### src/rtl/melody_sequencer_if.sv
// melody_sequencer_if
//   Bundles the sequencer's control, pattern-write and tone-generator signals.
//   master: user controls / pattern writer (drives start, stop, loop, wr_*).
//   slave : melody_sequencer (drives note, en, busy, step, done, dbg_state).
//
//   Signal semantics (no valid/ready pairs on this block):
//     start, stop : single-cycle pulses sampled on the rising clk edge.
//     loop        : level, sampled only when a song reaches its end.
//     wr_en       : strobe; wr_addr/wr_data are written on the same edge,
//                   one entry per cycle, always accepted.
//     done        : one-cycle pulse; note/en/busy/step are plain levels.
//     dbg_state   : current FSM state (0=IDLE, 1=NOTE, 2=GAP).
interface melody_sequencer_if #(
    parameter int AW = 4
);
    logic          start;
    logic          stop;
    logic          loop;
    logic          wr_en;
    logic [AW-1:0] wr_addr;
    logic [6:0]    wr_data;
    logic [2:0]    note;
    logic          en;
    logic          busy;
    logic [AW-1:0] step;
    logic          done;
    logic [1:0]    dbg_state;

    modport master (
        output start, stop, loop, wr_en, wr_addr, wr_data,
        input  note, en, busy, step, done, dbg_state
    );

    modport slave (
        input  start, stop, loop, wr_en, wr_addr, wr_data,
        output note, en, busy, step, done, dbg_state
    );
endinterface

### src/rtl/melody_sequencer.sv
// melody_sequencer
//   Plays a programmable pattern of {note[2:0], dur[3:0]} entries and drives
//   the tone generator's note/en inputs. Each note lasts dur tempo ticks,
//   optionally followed by GAP_TICKS silent ticks. dur==0 marks end of song.
// Ports
//   clk  : system clock, rising edge
//   rst  : synchronous active-high reset (also clears the pattern memory)
//   bus  : melody_sequencer_if.slave (controls, write port, generator outputs)
module melody_sequencer #(
    parameter int TICK_CLKS = 6250000,
    parameter int DEPTH     = 16,
    parameter int AW        = 4,
    parameter int GAP_TICKS = 1
) (
    input  logic                clk,
    input  logic                rst,
    melody_sequencer_if.slave   bus
);
    localparam int            CW        = (TICK_CLKS > 1) ? $clog2(TICK_CLKS) : 1;
    localparam logic [CW-1:0] TICK_LAST = CW'(TICK_CLKS - 1);
    localparam logic [15:0]   GAP_LAST  = (GAP_TICKS > 0) ? 16'(GAP_TICKS - 1) : 16'd0;
    localparam logic [AW-1:0] STEP_LAST = AW'(DEPTH - 1);

    typedef enum logic [1:0] {
        S_IDLE = 2'd0,
        S_NOTE = 2'd1,
        S_GAP  = 2'd2
    } state_t;

    state_t        state_q, state_d;
    logic [2:0]    note_q, note_d;
    logic [3:0]    dur_q, dur_d;
    logic [AW-1:0] step_q, step_d;
    logic [CW-1:0] cnt_q, cnt_d;     // clk cycles within the current tick
    logic [15:0]   tcnt_q, tcnt_d;   // ticks elapsed in the current NOTE/GAP
    logic          done_q, done_d;
    logic [6:0]    mem [DEPTH];

    logic [6:0]    entry0, entry_nx;
    logic [AW-1:0] step_inc;
    logic [15:0]   period_last;
    logic          tick_end, period_end, adv;

    always_ff @(posedge clk) begin
        if (rst) begin
            state_q <= S_IDLE;
            note_q  <= '0;
            dur_q   <= '0;
            step_q  <= '0;
            cnt_q   <= '0;
            tcnt_q  <= '0;
            done_q  <= 1'b0;
            for (int i = 0; i < DEPTH; i++) mem[i] <= '0;
        end else begin
            state_q <= state_d;
            note_q  <= note_d;
            dur_q   <= dur_d;
            step_q  <= step_d;
            cnt_q   <= cnt_d;
            tcnt_q  <= tcnt_d;
            done_q  <= done_d;
            if (bus.wr_en && (int'(bus.wr_addr) < DEPTH)) mem[bus.wr_addr] <= bus.wr_data;
        end
    end

    always_comb begin
        // Memory reads see the pre-write contents, so a same-cycle write and
        // load of one address returns the old entry.
        entry0      = mem[0];
        step_inc    = step_q + AW'(1);
        entry_nx    = mem[step_inc];
        tick_end    = (cnt_q == TICK_LAST);
        period_last = (state_q == S_NOTE) ? ({12'd0, dur_q} - 16'd1) : GAP_LAST;
        period_end  = tick_end && (tcnt_q == period_last);

        state_d = state_q;
        note_d  = note_q;
        dur_d   = dur_q;
        step_d  = step_q;
        done_d  = 1'b0;
        adv     = 1'b0;
        if (tick_end) begin
            cnt_d  = '0;
            tcnt_d = tcnt_q + 16'd1;
        end else begin
            cnt_d  = cnt_q + CW'(1);
            tcnt_d = tcnt_q;
        end

        case (state_q)
            S_IDLE: begin
                cnt_d  = '0;
                tcnt_d = '0;
                if (bus.start) begin
                    if (entry0[3:0] != 4'd0) begin
                        state_d = S_NOTE;
                        note_d  = entry0[6:4];
                        dur_d   = entry0[3:0];
                        step_d  = '0;
                    end else begin
                        done_d = 1'b1;
                    end
                end
            end
            S_NOTE: begin
                if (period_end) begin
                    if (GAP_TICKS == 0) begin
                        adv = 1'b1;
                    end else begin
                        state_d = S_GAP;
                        cnt_d   = '0;
                        tcnt_d  = '0;
                    end
                end
            end
            S_GAP: begin
                if (period_end) adv = 1'b1;
            end
            default: state_d = S_IDLE;
        endcase

        // Load the next entry, wrap to entry 0 when looping, or end the song.
        if (adv) begin
            cnt_d  = '0;
            tcnt_d = '0;
            if ((step_q != STEP_LAST) && (entry_nx[3:0] != 4'd0)) begin
                state_d = S_NOTE;
                note_d  = entry_nx[6:4];
                dur_d   = entry_nx[3:0];
                step_d  = step_inc;
            end else if (bus.loop && (entry0[3:0] != 4'd0)) begin
                state_d = S_NOTE;
                note_d  = entry0[6:4];
                dur_d   = entry0[3:0];
                step_d  = '0;
            end else begin
                state_d = S_IDLE;
                note_d  = '0;
                step_d  = '0;
                done_d  = 1'b1;
            end
        end

        // stop overrides start and a coinciding song end (no done pulse).
        if (bus.stop) begin
            state_d = S_IDLE;
            note_d  = '0;
            step_d  = '0;
            done_d  = 1'b0;
            cnt_d   = '0;
            tcnt_d  = '0;
        end
    end

    assign bus.note      = note_q;
    assign bus.en        = (state_q == S_NOTE);
    assign bus.busy      = (state_q != S_IDLE);
    assign bus.step      = step_q;
    assign bus.done      = done_q;
    assign bus.dbg_state = state_q;
endmodule

### src/flat_wrapper.sv
// flat-port wrapper written by rule: the top's interface ports become plain ports
module melody_sequencer_flat 
#(
    parameter int TICK_CLKS = 6250000,
    parameter int DEPTH     = 16,
    parameter int AW        = 4,
    parameter int GAP_TICKS = 1
)
  (clk, rst, bus_start, bus_stop, bus_loop, bus_wr_en, bus_wr_addr, bus_wr_data, bus_note, bus_en, bus_busy, bus_step, bus_done, bus_dbg_state);
  melody_sequencer_if #(.AW(AW)) bus_i ();
  input  logic clk;
  input  logic rst;
  input wire logic [$bits(bus_i.start)-1:0] bus_start;
  input wire logic [$bits(bus_i.stop)-1:0] bus_stop;
  input wire logic [$bits(bus_i.loop)-1:0] bus_loop;
  input wire logic [$bits(bus_i.wr_en)-1:0] bus_wr_en;
  input wire logic [$bits(bus_i.wr_addr)-1:0] bus_wr_addr;
  input wire logic [$bits(bus_i.wr_data)-1:0] bus_wr_data;
  output wire logic [$bits(bus_i.note)-1:0] bus_note;
  output wire logic [$bits(bus_i.en)-1:0] bus_en;
  output wire logic [$bits(bus_i.busy)-1:0] bus_busy;
  output wire logic [$bits(bus_i.step)-1:0] bus_step;
  output wire logic [$bits(bus_i.done)-1:0] bus_done;
  output wire logic [$bits(bus_i.dbg_state)-1:0] bus_dbg_state;
  assign bus_i.start = bus_start;
  assign bus_i.stop = bus_stop;
  assign bus_i.loop = bus_loop;
  assign bus_i.wr_en = bus_wr_en;
  assign bus_i.wr_addr = bus_wr_addr;
  assign bus_i.wr_data = bus_wr_data;
  assign bus_note = bus_i.note;
  assign bus_en = bus_i.en;
  assign bus_busy = bus_i.busy;
  assign bus_step = bus_i.step;
  assign bus_done = bus_i.done;
  assign bus_dbg_state = bus_i.dbg_state;
  melody_sequencer #(.TICK_CLKS(TICK_CLKS), .DEPTH(DEPTH), .AW(AW), .GAP_TICKS(GAP_TICKS)) u_core (.clk(clk), .rst(rst), .bus(bus_i));
endmodule
### config.mk
export PLATFORM = sky130hd
export DESIGN_NAME = melody_sequencer_flat
export DESIGN_NICKNAME = d
export VERILOG_FILES = /design/src/rtl/melody_sequencer_if.sv /design/src/rtl/melody_sequencer.sv /design/src/flat_wrapper.sv
export SDC_FILE = /design/constraint.sdc
export NUM_CORES = 1
export LEC_CHECK = 0
export CAP_MARGIN = 15
export CORE_UTILIZATION = 46
export CTS_CLUSTER_SIZE = 24
export DETAILED_ROUTE_END_ITERATION = 12
export GPL_TIMING_DRIVEN = 0
export PLACE_DENSITY = 0.7
export SLEW_MARGIN = 20
export SYNTH_ARGS = -nofsm -noshare
export SYNTH_HDL_FRONTEND = slang
export SYNTH_SLANG_ARGS = --single-unit
### constraint.sdc
create_clock -name clk -period 3.4 [get_ports clk]
set_clock_uncertainty 0.15 [all_clocks]
set_input_delay 0.51 -clock clk [delete_from_list [all_inputs] [get_ports clk]]
set_output_delay 0.51 -clock clk [all_outputs]
set_load 0.005 [all_outputs]
* Word-level counts from Yosys, hierarchy flattened
Memories as Yosys holds them, arrays and structs flattened. Cells that the tools add are included. W data, S select, Z words.
Storage, ports and cells: flip-flop bits (word level) 53, bits in writable memories 112, input port bits 17, output and inout port bits 12, logic and storage cells 83, memories kept 1
Memory list:
- u_core.mem | words 16, bits a word 7, read ports 2, clocked after Yosys merged registers in 0, wr ports 16, line melody_sequencer.sv:37 | logic [6:0] mem [DEPTH];
Cells by class: add/subtract/negate cells 4, eq/ne operators 9, mux-type cells 47, reductions and logical operators 15
Operators by type and width (count):
- $mux W16 | 3
- $mux W4 | 12
- $mux W23 | 2
- $pmux W23 S2 | 1
- $pmux W16 S2 | 1
- $add A23 B1 Y23 const B | 1
- $eq A23 B23 Y1 const B | 1
- $mux W3 | 6
- $add A16 B1 Y16 const B | 1
- $eq A16 B16 Y1 | 1
- $mux W1 | 15
- $mux W2 | 5
- $reduce_bool A2 Y1 | 4
- $reduce_bool A4 Y1 | 2
- $mux W7 | 1
- $reduce_or A7 Y1 | 1
- $ne A3 B1 Y1 const B | 2
- $pmux W2 S3 | 1
- $sub A4 B1 Y5 const B | 1
- $add A4 B1 Y4 const B | 1
- $ne A4 B4 Y1 const B | 1
- $reduce_and A4 Y1 | 1
- $logic_and A1 B1 Y1 | 3
- $ne A3 B2 Y1 const B | 1
- 7 further kinds | 7

* Depth between registers and ports, before layout
Gate-level depths: netlist of run 1.
word-level depth 8, mapped depth 10, mapped depth without buffers 9

* Worst setup path after synthesis of run 1
OpenSTA, ideal clock, no wires.
kind register to register, start reg u_core.step_q[1] (netlist: u_core.bus.step[1]), end reg u_core.note_q[1] (netlist: u_core.bus.note[1]), library setup time 0.119 ns, data arrival time 2.373 ns, data required time 3.131 ns, path slack 0.759 ns, cell stages (with the launch flop) 9, buffers on the path 2, period minus slack after synthesis 2.641 ns, cells stage by stage dfxtp_1 > ha_1 > clkbuf_4 > buf_1 > mux4_2 > mux4_2 > nand3_1 > a22oi_1 > o221a_1
Between the ends: longest elaborated chain between the ends 6, elaborated cells on any way between the ends 7, those cells by class add/sub: 1; eq/ne: 1; mux: 2; reduce/logical: 2; memory: 1
Ends and longest elaborated chain:
- from (decl) | line melody_sequencer.sv:33 | logic [AW-1:0] step_q, step_d;
- from (signal assigned) | line melody_sequencer.sv:58 | step_q <= step_d;
- $add A4 B1 Y4 | line melody_sequencer.sv:70 | step_inc = step_q + AW'(1);
- $mem_v2 Z16 W7
- $reduce_bool A4 Y1 | line melody_sequencer.sv:126 | if ((step_q != STEP_LAST) && (entry_nx[3:0] != 4'd0)) begin
- $logic_and A1 B1 Y1 | line melody_sequencer.sv:126
- $mux W3 * | line melody_sequencer.sv:126
- $mux W3 * | line melody_sequencer.sv:123 | if (adv) begin
- to (signal assigned) | line melody_sequencer.sv:56 | note_q <= note_d;
- to (decl) | line melody_sequencer.sv:31 | logic [2:0] note_q, note_d;
Mark *: on every way between the ends. The rest lies on a longest branch, timed or not. A chain may end at the register's enable or synchronous reset.

==> results of run 1 <==
layout by cell type (no fill, tap or decap), types with 10 or more instances in the layout:
| master | n |
|---|---|
| xnor2_1 | 26 |
| o21ai_1 | 11 |
| dfxtp_1 | 53 |
| clkbuf_16 | 17 |
| clkbuf_1 | 15 |
| nand3_1 | 18 |
| inv_1 | 12 |
| nor3_1 | 10 |
| nand2_1 | 22 |
| edfxtp_1 | 112 |
| clkdlybuf4s50_1 | 28 |
| nand4_1 | 12 |
| nor2_1 | 69 |
| and2_1 | 115 |
| mux2i_1 | 37 |
| xor2_1 | 12 |
| mux4_2 | 19 |
routing by layer:
layer / vias to the layer above / share of wire, % / GRT usage, %
li1: 2519 / - / -
met1: 2608 / 45 / 28.59
met2: 165 / 46 / 31.66
met3: 30 / 6.7 / 4.800
met4: 0 / 2.3 / 8.523
met5: - / 0 / 0
synth_stat cells, types with 12 or more instances:
master    number
xnor2_1       26
nand3_1       18
mux2i_1       37
o21ai_0       18
and2_1       115
nor2_1        69
nand2_1       22
mux4_2        19
clkbuf_1      15
edfxtp_1     112
inv_1         12
nand4_1       12
xor2_1        12
dfxtp_1       53
layout make-up:
cell class / count / area [um2] / area share (%)
plain buffers: 25 / 140.1 / 1.533
clock buffers: 17 / 425.4 / 4.655
clock inverters: 15 / 145.1 / 1.588
inverters: 14 / 52.55 / 0.5750
multi-input cells: 460 / 3396 / 37.16
flip-flops and latches: 165 / 4424 / 48.41
well taps: 220 / 275.3 / 3.012
repair buffers: 28 / 280.3 / 3.067
kinds of logic (layout without fill, tap and decap cells):
kind of cell	count (synthesis)	in the layout	synth area share [%]
and+or+nand+nor	291	291	20.03
DFF	165	165	55.22
AOI/OAI and AO/OA	63	63	5.419
muxes	62	62	11.60
xor gates and xnor gates	40	40	4.700
buffers and inverters	39	99	2.404
adders and majority gates	4	4	0.6246
metrics by stage:
step,cells,hold WS [ns],setup TNS [ns],area [um2]
2_1_floorplan,664,0.2675,0,8013
3_3_place_gp,912,0.2783,-6.545,8568
3_5_place_dp,912,0.2943,-12.27,8568
4_1_cts,944,0.3135,0,9139
5_1_grt,944,0.3471,0,9139
6_report,944,0.3027,0,9139
power groups by stage:
stage	registers, mW	logic (mW)	clock network [mW]
final	2.26	0.222	1.86
after floorplan	2.28	0.128	0
after CTS	2.26	0.220	1.87
after global placement	2.29	0.213	0
after detailed placement	2.30	0.219	0
after global routing	2.26	0.241	1.95
sequential cells by signal (all words and copies together), names as in the netlist:
| register | cells |
|---|---|
| u_core.tcnt_q | 16 |
| u_core.dur_q | 4 |
| u_core.mem | 112 |
| u_core.cnt_q | 23 |
| u_core.bus.dbg_state | 2 |
| u_core.bus.step | 4 |
| u_core.bus.note | 3 |
| u_core.bus.done | 1 |
final timing paths:
kind | start | end | cells after the start
setup / recovery | rst | u_core.mem[8][3] | 7
hold / removal | u_core.cnt_q[0] | u_core.cnt_q[0] | 1
setup reg to reg | u_core.bus.step[0] | u_core.bus.note[1] | 8
hold reg to reg | u_core.cnt_q[0] | u_core.cnt_q[0] | 1
==> impl_metrics.csv, run 1 <==
group,metric,value,unit
pwr,pwr-share-seq,52.0,%
clock_network,ctsHtreeMaxLevel,4,
worst_setup_path,cp_top_family,"simple AND/OR/NAND/NOR gates",
pwr,p_comb_share,5.1,%
grt,grtUsageTotal,20.78,%
final_layout,drive_above_1_share,11.05,%
timing,fin_crit_sh,95.70,%
synthesis,ys_ff_latch,165,
die,die-area,17950,um2
place,dp_worst_setup_slack,-0.3664,ns
clock_network,cts-root-buf,"clkbuf_16",
pwr,power_density,475.0,nW/um2
synthesis,synth_cell_type_count,64,
clock_network,cts_tree,"done",
die,start_util,47.64,%
grt,grt_pass1_vias,5202,
final_layout,nets,732,
synthesis,synth_edf_count,112,
place,io_buffers,28,
grt,antenna_found_initial,0,
grt,grt_max_degree,17,
synthesis,dominantRegCellSynth,"edfxtp_1",
final_layout,area.growth.synth_to_final,14.05,%
grt,gr-total-overflow,0,
synthesis,synth_top_area_share,41.97,%
timing,maxSlewViolCount,0,
timing,hold_viol_final,0,
routing,firstDrtPassIters,5,
die,fp.coreArea,16820,um2
synthesis,ys_async_sr_fraction,0,%
worst_setup_path,arrival,3.22,ns
clock_network,clk_pin_slew,0.06,ns
worst_setup_path,startpoint_type,"input pin",
clock_network,clk_path_buf_depth,2,
routing,routedWlPerCell,18.56,um
clock_network,clk_latency,0.43,ns
synthesis,netlist_area,8013,um2
final_layout,fill_cells,1417,
worst_setup_path,crit_required,3.37,ns
worst_setup_path,path_buf_inv,2,
worst_setup_path,end_kind,"register",
routing,drt_drc_violations_left,0,
synthesis,yosys-top-cells-area,"edfxtp_1 (42%), dfxtp_1 (13%), and2_1 (9.0%)",
clock_network,cts_buffers,17,
routing,routed_wl,17520,um
pwr,p_switching,1.003,mW
routing,vias,5322,
worst_setup_path,slowest_delay,0.88,ns
place,hpwl,12820,um
final_layout,utilization,54.34,%
synthesis,syn_inst,664,
pwr,pwr-share-clk,42.9,%
place,gp_congestion,0.8389,
worst_setup_path,r2r_setup_slack,0.25,ns
routing,ant_nets,0,
die,rows,47,
timing,rsz0062_at_grt,"no",
timing,layout_min_cycle_time,3.254,ns
routing,viasPerCell,5.638,
worst_setup_path,cp_common_cell,"nand2_1",
final_layout,antennaDiodeCount,0,
die,ios,29,
worst_setup_path,critical_path_class,"input pin to register",
grt,grt_pass1_wl,27830,um
worst_setup_path,critPathSlowestCell,"nor3_1",
pwr,irDropWorstVdd,0.3156,mV
synthesis,yosysSeqAreaShare,55.22,%
synthesis,yosys.area.top_type,"edfxtp_1",
routing,first_iter_violations,387,
hold_path,min_path_type,"register to register",
die,dieHeight,134.0,um
pwr,internal_power,3.338,mW
synthesis,syn_nets,685,
timing,fmax,0.3073,GHz
pwr,power_leakage,2.979,nW
worst_setup_path,crit_fanout,8,
synthesis,ys_warn_count,0,
clock_network,clock-sinks,165,
timing,worstMarginPinSlew,1.150,ns
timing,slew-limit-headroom,22.49,%
timing,setup_viol,0,
status,status,"complete, no violations",
clock_network,cts_resized,0,
clock_network,cts_setup_buffers,0,
synthesis,syn_avg_cell_area,12.07,um2
flow_run,cap_violations,0,
worst_setup_path,crit_path_cell_trace,"clkdlybuf4s50_1 -> inv_1 -> nand2_1 -> nor2_1 -> nand2_1 -> nor3_1 -> or2_2",
die,die_w,134.0,um
pwr,total_power,4.341,mW
timing,fin_ws,0.1461,ns
clock_network,hold_buffers,0,
pwr,swShare,23.11,%
(Power assumes the default switching activity.)
==> inputs of run 2 (changes only) <==
Settings changed: CORE_UTILIZATION 46 to 38, PLACE_DENSITY 0.7 to 0.61.
==> impl_metrics.csv, run 2 (synthesis gave the netlist of run 1 again) <==
group,metric,value,unit
final_layout,fin_cells,994,
clock_network,clock-sinks,165,
timing,fin_crit_sh,94.47,%
clock_network,ctsHtreeMaxLevel,4,
worst_setup_path,cp_common_cell,"mux4_2",
place,dpl.cell_count,962,
status,status,"complete, no violations",
die,rows,52,
grt,grt_max_degree,17,
final_layout,top_register,"u_core.mem",
pwr,irDropWorstVdd,0.2841,mV
final_layout,utilization,45.08,%
routing,viasPerCell,5.350,
place,hpwl,13270,um
timing,rsz0062_at_grt,"no",
worst_setup_path,critical_path_class,"register to register",
die,ios,29,
grt,grt_pass1_vias,5153,
timing,slew-limit-headroom,26.52,%
final_layout,fill_cells,1893,
routing,routedWlPerCell,18.12,um
pwr,power_density,473.4,nW/um2
routing,ant_nets,0,
final_layout,layout_commonest_cell,"and2_1",
grt,gr-total-overflow,0,
timing,setup_viol,0,
clock_network,cts_tree,"done",
timing,fmax,0.3113,GHz
final_layout,largest_reg_flops,112,
worst_setup_path,crit_required,3.56,ns
hold_path,min_path_type,"register to register",
worst_setup_path,startpoint_type,"register",
clock_network,cts-root-buf,"clkbuf_16",
clock_network,hold_buffers,0,
place,gp_congestion,0.8317,
clock_network,cts_resized,0,
clock_network,clk_latency,0.43,ns
final_layout,final_cell_mix,"and2_1 (115), edfxtp_1 (112), nor2_1 (69)",
clock_network,cts_setup_buffers,0,
final_layout,nets,732,
routing,first_iter_violations,348,
routing,drt_drc_violations_left,0,
final_layout,area.growth.synth_to_final,14.93,%
grt,antenna_found_initial,0,
routing,routed_wl,18010,um
grt,grtUsageTotal,17.42,%
die,die-area,21670,um2
die,fp.coreArea,20430,um2
pwr,power_leakage,2.977,nW
routing,vias,5318,
worst_setup_path,crit_fanout,10,
die,dieHeight,147.2,um
grt,grt_pass1_wl,28550,um
clock_network,clk_pin_slew,0.06,ns
clock_network,cts_buffers,17,
final_layout,top_regs,"u_core.mem: 112 flops, u_core.cnt_q: 23 flops, u_core.tcnt_q: 16 flops",
final_layout,drive_above_1_share,10.50,%
die,die_w,147.2,um
final_layout,antennaDiodeCount,0,
die,start_util,39.22,%
worst_setup_path,end_kind,"register",
final_layout,stdcell_area,9209,um2
clock_network,clk_path_buf_depth,2,
timing,hold_viol_final,0,
timing,worstMarginPinSlew,1.091,ns
worst_setup_path,slowest_delay,0.57,ns
timing,maxSlewViolCount,0,
place,io_buffers,28,
place,place_area,8631,um2
timing,layout_min_cycle_time,3.212,ns
worst_setup_path,crit_path_cell_trace,"ha_1 -> clkbuf_4 -> buf_1 -> mux4_2 -> mux4_2 -> nand3_1 -> a22oi_1 -> o221a_1",
timing,finalSetupTns,0,ns
worst_setup_path,critPathSlowestCell,"buf_1",
pwr,total_power,4.359,mW
flow_run,cap_violations,0,
worst_setup_path,arrival,3.37,ns
routing,firstDrtPassIters,5,
run 2: area by class of cell:
class                           instances  area, um2  share of cell area (%)
Buffer                                 25      140.1                   1.522
Clock inverter                          9      105.1                   1.141
Inverter                               14      52.55                  0.5707
Clock buffer                           23      467.9                   5.082
Multi-Input combinational cell        460       3401                   36.93
Sequential cell                       165       4424                   48.04
Tap cell                              270      337.8                   3.668
Timing Repair Buffer                   28      280.3                   3.043
run 2: final timing paths:
kind	start	endpoint	slack, ns	cells after the start
setup / recovery	u_core.bus.step[0]	u_core.bus.note[1]	0.19	8
setup reg to reg	u_core.bus.step[0]	u_core.bus.note[1]	0.19	8
hold / removal	u_core.cnt_q[0]	u_core.cnt_q[0]	0.30	1
hold reg to reg	u_core.cnt_q[0]	u_core.cnt_q[0]	0.30	1
run 2: stage by stage:
step | worst slack, ns | hold slack [ns]
floorplan | 0.7587 | 0.2675
global placement | -0.2693 | 0.2811
detailed placement | -0.3519 | 0.2910
CTS | 0.09546 | 0.3044
global route | 0.003894 | 0.3162
finish | 0.1882 | 0.2975
run 2: report_power, final:
group	internal [mW]	switching [mW]
combinational	0.0870	0.136
sequential	2.22	0.0315
clock	1.12	0.763
total	3.43	0.930
run 2: worst max-delay path, delay by kind of cell (launching register included):
kind / cells / cell delay [ns]
simple gates: 1 / 0.13
compound gates: 2 / 0.33
buf+inv: 2 / 0.84
fa+ha+maj: 1 / 0.33
flops: 1 / 0.37
mux: 2 / 0.97
run 2: per-layer routing:
metal | part of all wire (%) | track usage [%] | routed length, um | up-vias
met5 | 0 | 0 | 0 | -
met2 | 47 | 26.96 | 8430 | 162
li1 | - | - | - | 2509
met4 | 1.1 | 5.000 | 206 | 0
met1 | 46 | 24.05 | 8291 | 2626
met3 | 6.0 | 4.534 | 1082 | 21
